File: config.mk
export PLATFORM = sky130hd
export DESIGN_NAME = mdu_issue_ctrl
export DESIGN_NICKNAME = d
export VERILOG_FILES = /design/src/rtl/mdu_issue_ctrl_pkg.sv /design/src/rtl/mdu_wait_timer.sv /design/src/rtl/mdu_issue_ctrl.sv
export SDC_FILE = /design/constraint.sdc
export NUM_CORES = 1
export LEC_CHECK = 0
export BUFFER_PORTS_ARGS = -buffer_cell sky130_fd_sc_hd__buf_2
export CORE_MARGIN = 2
export CORE_UTILIZATION = 35
export DETAILED_ROUTE_END_ITERATION = 6
export PLACE_DENSITY_LB_ADDON = 0.2
export SYNTH_ARGS = -nofsm -noshare
export SYNTH_HDL_FRONTEND = slang
export SYNTH_HIERARCHICAL = 1
export SYNTH_SLANG_ARGS = --single-unit
File: constraint.sdc
create_clock -name clk -period 1.9 [get_ports clk]
set_clock_uncertainty 0.15 [all_clocks]
set_input_delay 0 -clock clk [delete_from_list [all_inputs] [get_ports clk]]
set_output_delay 0 -clock clk [all_outputs]
set_load 0.01 [all_outputs]
File: src/rtl/mdu_issue_ctrl_pkg.sv
// Shared MDU definitions: op codes, issue-controller FSM states and op-class helper.
package mdu_issue_ctrl_pkg;

  localparam logic [3:0] MDU_NONE  = 4'd0;
  localparam logic [3:0] MDU_MULT  = 4'd1;
  localparam logic [3:0] MDU_MULTU = 4'd2;
  localparam logic [3:0] MDU_DIV   = 4'd3;
  localparam logic [3:0] MDU_DIVU  = 4'd4;
  localparam logic [3:0] MDU_MFHI  = 4'd5;
  localparam logic [3:0] MDU_MFLO  = 4'd6;
  localparam logic [3:0] MDU_MTHI  = 4'd7;
  localparam logic [3:0] MDU_MTLO  = 4'd8;

  typedef enum logic [1:0] {
    S_IDLE   = 2'd0,
    S_ISSUE  = 2'd1,
    S_WAIT   = 2'd2,
    S_SETTLE = 2'd3
  } mdu_state_e;

  // True for ops that occupy the MDU datapath (mult/multu/div/divu).
  function automatic logic is_md(input logic [3:0] op);
    return (op >= MDU_MULT) && (op <= MDU_DIVU);
  endfunction

endpackage

File: src/rtl/mdu_wait_timer.sv
// Up-counter of non-frozen WAIT cycles; done_c flags the cycle that reaches TIMEOUT.
module mdu_wait_timer #(
  parameter int unsigned TIMEOUT = 16
) (
  input  logic clk,
  input  logic reset,
  input  logic clear,
  input  logic en,
  output logic done_c
);

  localparam int unsigned W = (TIMEOUT < 2) ? 1 : $clog2(TIMEOUT);

  logic [W-1:0] count;

  // The TIMEOUT-th counted cycle is the one where count holds TIMEOUT-1.
  assign done_c = en && (count == W'(TIMEOUT - 1));

  always_ff @(posedge clk) begin
    if (reset || clear) begin
      count <= '0;
    end else if (en && !done_c) begin
      count <= count + W'(1);
    end
  end

endmodule

File: src/rtl/mdu_issue_ctrl.sv
// E-stage MDU launch control, D-stage stall generation and handshake monitor.
module mdu_issue_ctrl
  import mdu_issue_ctrl_pkg::*;
#(
  parameter int unsigned TIMEOUT = 16,
  parameter int unsigned CNT_W   = 16
) (
  input  logic             clk,
  input  logic             reset,
  input  logic             req,
  input  logic             e_valid,
  input  logic [3:0]       e_op,
  input  logic             d_is_mdu,
  input  logic             mdu_busy,
  output logic             mdu_start,
  output logic [3:0]       mdu_ctr,
  output logic             stall_d,
  output logic             proto_err,
  output logic [CNT_W-1:0] issue_count,
  output logic [1:0]       state_o
);

  mdu_state_e state;
  logic       e_md_c;
  logic       timer_clear_c;
  logic       timer_en_c;
  logic       timeout_c;

  assign e_md_c    = e_valid & is_md(e_op) & ~req;
  assign mdu_start = ~reset & e_md_c & (state == S_IDLE);
  assign mdu_ctr   = (~reset & e_valid & ~req) ? e_op : MDU_NONE;
  assign stall_d   = d_is_mdu & (mdu_start | (state != S_IDLE));
  assign state_o   = state;

  // The MDU freezes its countdown under req, so the timer freezes with it.
  assign timer_clear_c = (state == S_ISSUE);
  assign timer_en_c    = (state == S_WAIT) & mdu_busy & ~req;

  mdu_wait_timer #(
    .TIMEOUT (TIMEOUT)
  ) u_wait_timer (
    .clk    (clk),
    .reset  (reset),
    .clear  (timer_clear_c),
    .en     (timer_en_c),
    .done_c (timeout_c)
  );

  always_ff @(posedge clk) begin
    if (reset) begin
      state       <= S_IDLE;
      proto_err   <= 1'b0;
      issue_count <= '0;
    end else begin
      case (state)
        S_IDLE: begin
          if (mdu_start) begin
            state       <= S_ISSUE;
            issue_count <= issue_count + CNT_W'(1);
          end
        end
        S_ISSUE: begin
          if (!req) begin
            if (mdu_busy) begin
              state <= S_WAIT;
            end else begin
              proto_err <= 1'b1;
              state     <= S_IDLE;
            end
          end
        end
        S_WAIT: begin
          if (!mdu_busy) begin
            state <= S_SETTLE;
          end else if (timeout_c) begin
            proto_err <= 1'b1;
            state     <= S_IDLE;
          end
        end
        default: begin
          state <= S_IDLE;
        end
      endcase
      // A launchable op reaching E mid-operation means the stall was bypassed.
      if ((state != S_IDLE) && e_md_c) begin
        proto_err <= 1'b1;
      end
    end
  end

endmodule
Yosys cells after proc, flatten, opt, wreduce, memory -nomap -nowiden. Cells that the tools add are included.

Add/sub/neg operators: 2. Magnitude comparators: 2. Equal/unequal tests: 10. Multiplexer cells: 13. Bitwise logic cells: 12. Reduce and logical (&&, ||, !) cells: 12.

Operators by type and width (count): adder 16 x 1 -> 16 bit, second input constant (1); 2-to-1 mux 2 bit (5); AND 1 bit (9); != test 3 x 2 -> 1 bit, second input constant (2); != test 3 bit, second input constant (2); case mux 2 bit (3 select lines) (1); 2-to-1 mux 1 bit (5); AND reduction 5 bit (1); adder 4 x 1 -> 4 bit, second input constant (1); equality test 4 bit, second input constant (1); greater-or-equal comparator 4 x 1 -> 1 bit, second input constant (1); less-or-equal comparator 4 x 3 -> 1 bit, second input constant (1); logical AND 1 bit (4); 2-to-1 mux 4 bit (1); != test 2 bit, second input constant (2); != test 3 x 1 -> 1 bit, second input constant (1); AND reduction 3 bit (1); nonzero test 3 bit (1); equality test 2 x 1 -> 1 bit, second input constant (1); equality test 2 bit, second input constant (1); logical NOT 2 bit (1); NOT 1 bit (2); case mux 1 bit (2 select lines) (1); AND reduction 2 bit (1); 4 further kinds (4).

Register bits after elaboration: 23. Input port bits: 10. Output and inout bits: 25. Word-level logic and storage cells: 55.

Logic depth before layout (Yosys ltp).
Depth after elaboration: 8. Mapped depth: 10. Mapped depth without buffers: 10.

Modules after synthesis. Netlist, hierarchy kept.

By module, submodules not included: mdu_issue_ctrl (instances 1, cells an instance 130, area each 1097.3 um2, seq. area each 380.4 um2); mdu_wait_timer (instances 1, cells an instance 23, area each 191.4 um2, seq. area each 80.1 um2).

Worst setup path after synthesis. Ideal clock, no wire load.

Path kind: flip-flop to flip-flop. Start: register state[0] (netlist: state_o[0]). End: register state[0] (netlist: state_o[0]). Library setup time: 0.087 ns. Data arrival time: 1.703 ns. Required time: 1.663 ns. Slack: -0.040 ns. Cell stages (with the launch flop): 10. Buffers on the path: 0. Period minus slack after synthesis: 1.940 ns. Cells stage by stage: dfxtp_1 -> inv_1 -> ha_1 -> nand2_1 -> nor2_1 -> nand3_1 -> nor2_1 -> o21ai_0 -> or4_1 -> o31ai_1.

Word-level cells in the longest chain between the ends: 6. Elaborated cells between the ends (all ways): 12. Those cells by class: eq/ne (5); mux (1); bitwise (3); reduce/logical (3).

Ends and longest elaborated chain: start: declaration (line mdu_issue_ctrl.sv:23) `mdu_state_e state;`; start signal: assignment (line mdu_issue_ctrl.sv:51) `state <= S_IDLE;`; start signal: assignment (line mdu_issue_ctrl.sv:58) `state <= S_ISSUE;`; start signal: assignment (line mdu_issue_ctrl.sv:65) `state <= S_WAIT;`; equality test 2 bit (line mdu_issue_ctrl.sv:37) `assign timer_en_c = (state == S_WAIT) & mdu_busy & ~req;`; AND 1 bit (2 in series) (line mdu_issue_ctrl.sv:37); via timer_en_c (line mdu_issue_ctrl.sv:26) `logic timer_en_c;`; logical AND 1 bit (line mdu_wait_timer.sv:17) `assign done_c = en && (count == W'(TIMEOUT - 1));`; via timeout_c (line mdu_issue_ctrl.sv:27) `logic timeout_c;`; != test 3 x 2 -> 1 bit (no line); AND reduction 3 bit (no line).

The timed path passes the listed nets, and every way through them passes these cells. A chain may end at the register's enable or synchronous reset.

Worst setup path in the final report. Ends and elaborated chain as after synthesis.

==> flow_summary.yaml <==
drt:
  routedWlPerCell_um: 14.01
  vias: 1406
  first_pass_iters: 4
  drc_errors: 0
  viasPerCell: 5.366
  first_iter_violations: 30
  wirelength_um: 3670
  final_antenna_net_count: 0
global_route:
  grt_pass1_wl_um: 5920
  first_global_vias: 1328
  track_usage_pct: 17.80
  grt_max_degree: 28
  grt_overflow: 0
  antenna_found_initial: 0
worst_setup_path:
  arrival_ps: 1850
  crit_fanout: 3
  cp-start-kind: "flop"
  cpLargestDelayFamily: "simple AND/OR/NAND/NOR gates"
  cp.required_ps: 1930
  path_common_cell: "nor2_4"
  critical_path_class: "flop to flop"
  crit_slowest_cell: "or4_1"
  max_stage_delay_ps: 480
  crit_chain: "inv_4 -> ha_4 -> nand2_4 -> nor2_4 -> nand3_2 -> nor2_4 -> o21ai_2 -> or4_1 -> o31ai_1"
  cp_num_buf_inv: 1
  rrSetupSlack_ps: 80
  endpoint_kind: "flop"
pwr:
  pwr_density_cell_nw_per_um2: 599.7
  total_power_w: 0.001127
  power_leakage_nw: 0.7839
  irDropWorstVdd_mv: 0.3352
final_layout:
  final_common_cell: "buf_2"
  final_cell_area_um2: 1879
  final_cell_mix: "buf_2, buf_4, dfxtp_1"
  n_antenna_cell: 0
  final_layout_size_suffix_gt1_share_pct: 40.19
  nets: 231
  syn_to_final_growth_pct: 45.83
logic_synthesis:
  syn_inst: 153
  synth-simple-area-share_pct: 32.91
  synth.distinct_cells: 34
  ys_seq_area_share_pct: 35.73
  async_reset_ff_share_pct: 0
  avgSynthCellArea_um2: 8.423
  syn_area_um2: 1289
  syn_nets: 169
  synthAdderAreaFrac_pct: 5.825
  synth_xor_area_share_pct: 2.039
  synthMuxAreaShare_pct: 2.427
  yosys_warnings: 6
  ys.flop_type: "dfxtp_1"
  synth_top_family_by_area: "simple AND/OR/NAND/NOR gates"
  synth_seq_cells: 23
  synth_edf_count: 0
  synth-compound-area-share_pct: 16.89
clock_network:
  ctsHtreeMaxLevel: 1
  numCtsBuffers: 3
  cts.clk_slew.worst_paths_ps: 80
  root_buffer: "clkbuf_8"
  clock-sinks: 23
  tritoncts: "yes"
  clkLatencyLatePin_ps: 260
  cts_max_path_buffers: 2
floorplanning:
  rows: 22
  io_pins: 35
  coreArea_um2: 3606
  dieArea_um2: 4184
  start_util_pct: 35.74
  dieWidth_um: 64.68
  fp.dieH_um: 64.68
timing:
  fin_crit_ps: 1821
  setup_viol: 0
  slew_headroom_pct: 77.10
  period_share_pct: 95.86
  hold_viol_final: 0
  slew_violations: 0
  fmax_mhz: 549.1
  worst_pin_slew_ps: 342.7
placed_design:
  dp_hpwl_um: 2359
  gp_congestion: 0.7409
  place_area_um2: 1612
  io_buffers: 34
worst_hold_path:
  min_path_type: "input port to flop"
status:
  status: "finished, final reports clean"
run:
  maxCapViolations: 0
## power by group
group / internal (W) / leakage, nW / total [W] / switching [W]
registers: 0.000498 / 0.187 / 0.000512 / 0.0000137
logic: 0.000144 / 0.574 / 0.000303 / 0.000159
clock network: 0.000150 / 0.0228 / 0.000312 / 0.000162
total: 0.000792 / 0.784 / 0.00113 / 0.000335
## worst paths after layout
check                              from                    end  cells after the start
setup / recovery             state_o[0]             state_o[0]                      9
setup reg to reg             state_o[0]             state_o[0]                      9
hold / removal                 mdu_busy             state_o[1]                      4
hold reg to reg   u_wait_timer/count[1]  u_wait_timer/count[1]                      2
## layout make-up
type | count | area [um2]
Clock buffer | 4 | 45.04
Fill cell | 358 | 1727
Inverter | 7 | 28.78
Multi-Input combinational cell | 118 | 867.1
Sequential cell | 23 | 464.2
Tap cell | 48 | 60.06
Timing Repair Buffer | 62 | 414.1
## kinds of logic (layout without fill, tap and decap cells)
| kind of cell | count (synthesis) | after routing |
|---|---|---|
| fa+ha+maj | 6 | 6 |
| flops | 23 | 23 |
| buf+inv | 12 | 73 |
| mux | 3 | 3 |
| simple gates | 70 | 70 |
| compound gates | 36 | 36 |
| xor+xnor | 3 | 3 |
## tightest hold or removal path, delay by kind of cell
kind            cells  cell delay (ps)
compound gates      2              180
buf+inv             1              140
simple gates        1              130
## sequential cells by signal, indices dropped and copies added, names as in the netlist
signal and count:
state_o 2, u_wait_timer/count 4, proto_err 1, issue_count 16
## metal layers
layer / up-vias / global-route usage, % / routed length, um
li1: 698 / - / -
met1: 680 / 21.86 / 1653
met2: 24 / 30.86 / 1846
met3: 4 / 2.604 / 126
met4: 0 / 7.713 / 44
met5: - / 0 / 0
## synth_stat cells (all sizes together) (2+ instances only)
master | n | area (um2)
dfxtp | 23 | 460.4
nor2b | 3 | 18.77
nor2 | 9 | 33.78
nor4 | 2 | 12.51
nand3b | 2 | 15.01
or3 | 5 | 31.28
or4 | 10 | 75.07
buf | 2 | 16.26
mux2i | 2 | 20.02
nand3 | 8 | 40.04
xor2 | 3 | 26.28
o21ai | 7 | 35.03
inv | 7 | 26.28
o31ai | 10 | 75.07
and2 | 4 | 25.02
a21oi | 14 | 70.07
nand2 | 12 | 45.04
ha | 6 | 75.07
nand4 | 8 | 56.30
clkbuf | 3 | 11.26
and4 | 3 | 26.28
## stage by stage
| step | util (%) | setup TNS (ps) | std cells | hold slack, ps | setup slack [ps] |
|---|---|---|---|---|---|
| finish | 52.12 | 0 | 262 | 73.04 | 78.73 |
| global route | 52.12 | -8.679 | 262 | 101.7 | -8.679 |
| CTS | 48.44 | 0 | 258 | 25.87 | 9.851 |
| detailed placement | 44.69 | -91.40 | 244 | 164.5 | -50.60 |
| global placement | 44.69 | 0 | 244 | 160.1 | 47.49 |
| floorplan | - | 0 | 153 | -73.16 | 3.579 |
## repair_timing
item	4_1_cts	5_1_grt
pin swaps	4	9
setup buffers	10	4
hold buffers	0	0
endpoints found under the setup margin	2	16
cloned	0	1
hold endpoints to repair	0	0
gates resized for setup	6	20
Note: power is estimated with default switching activity, not from simulation.
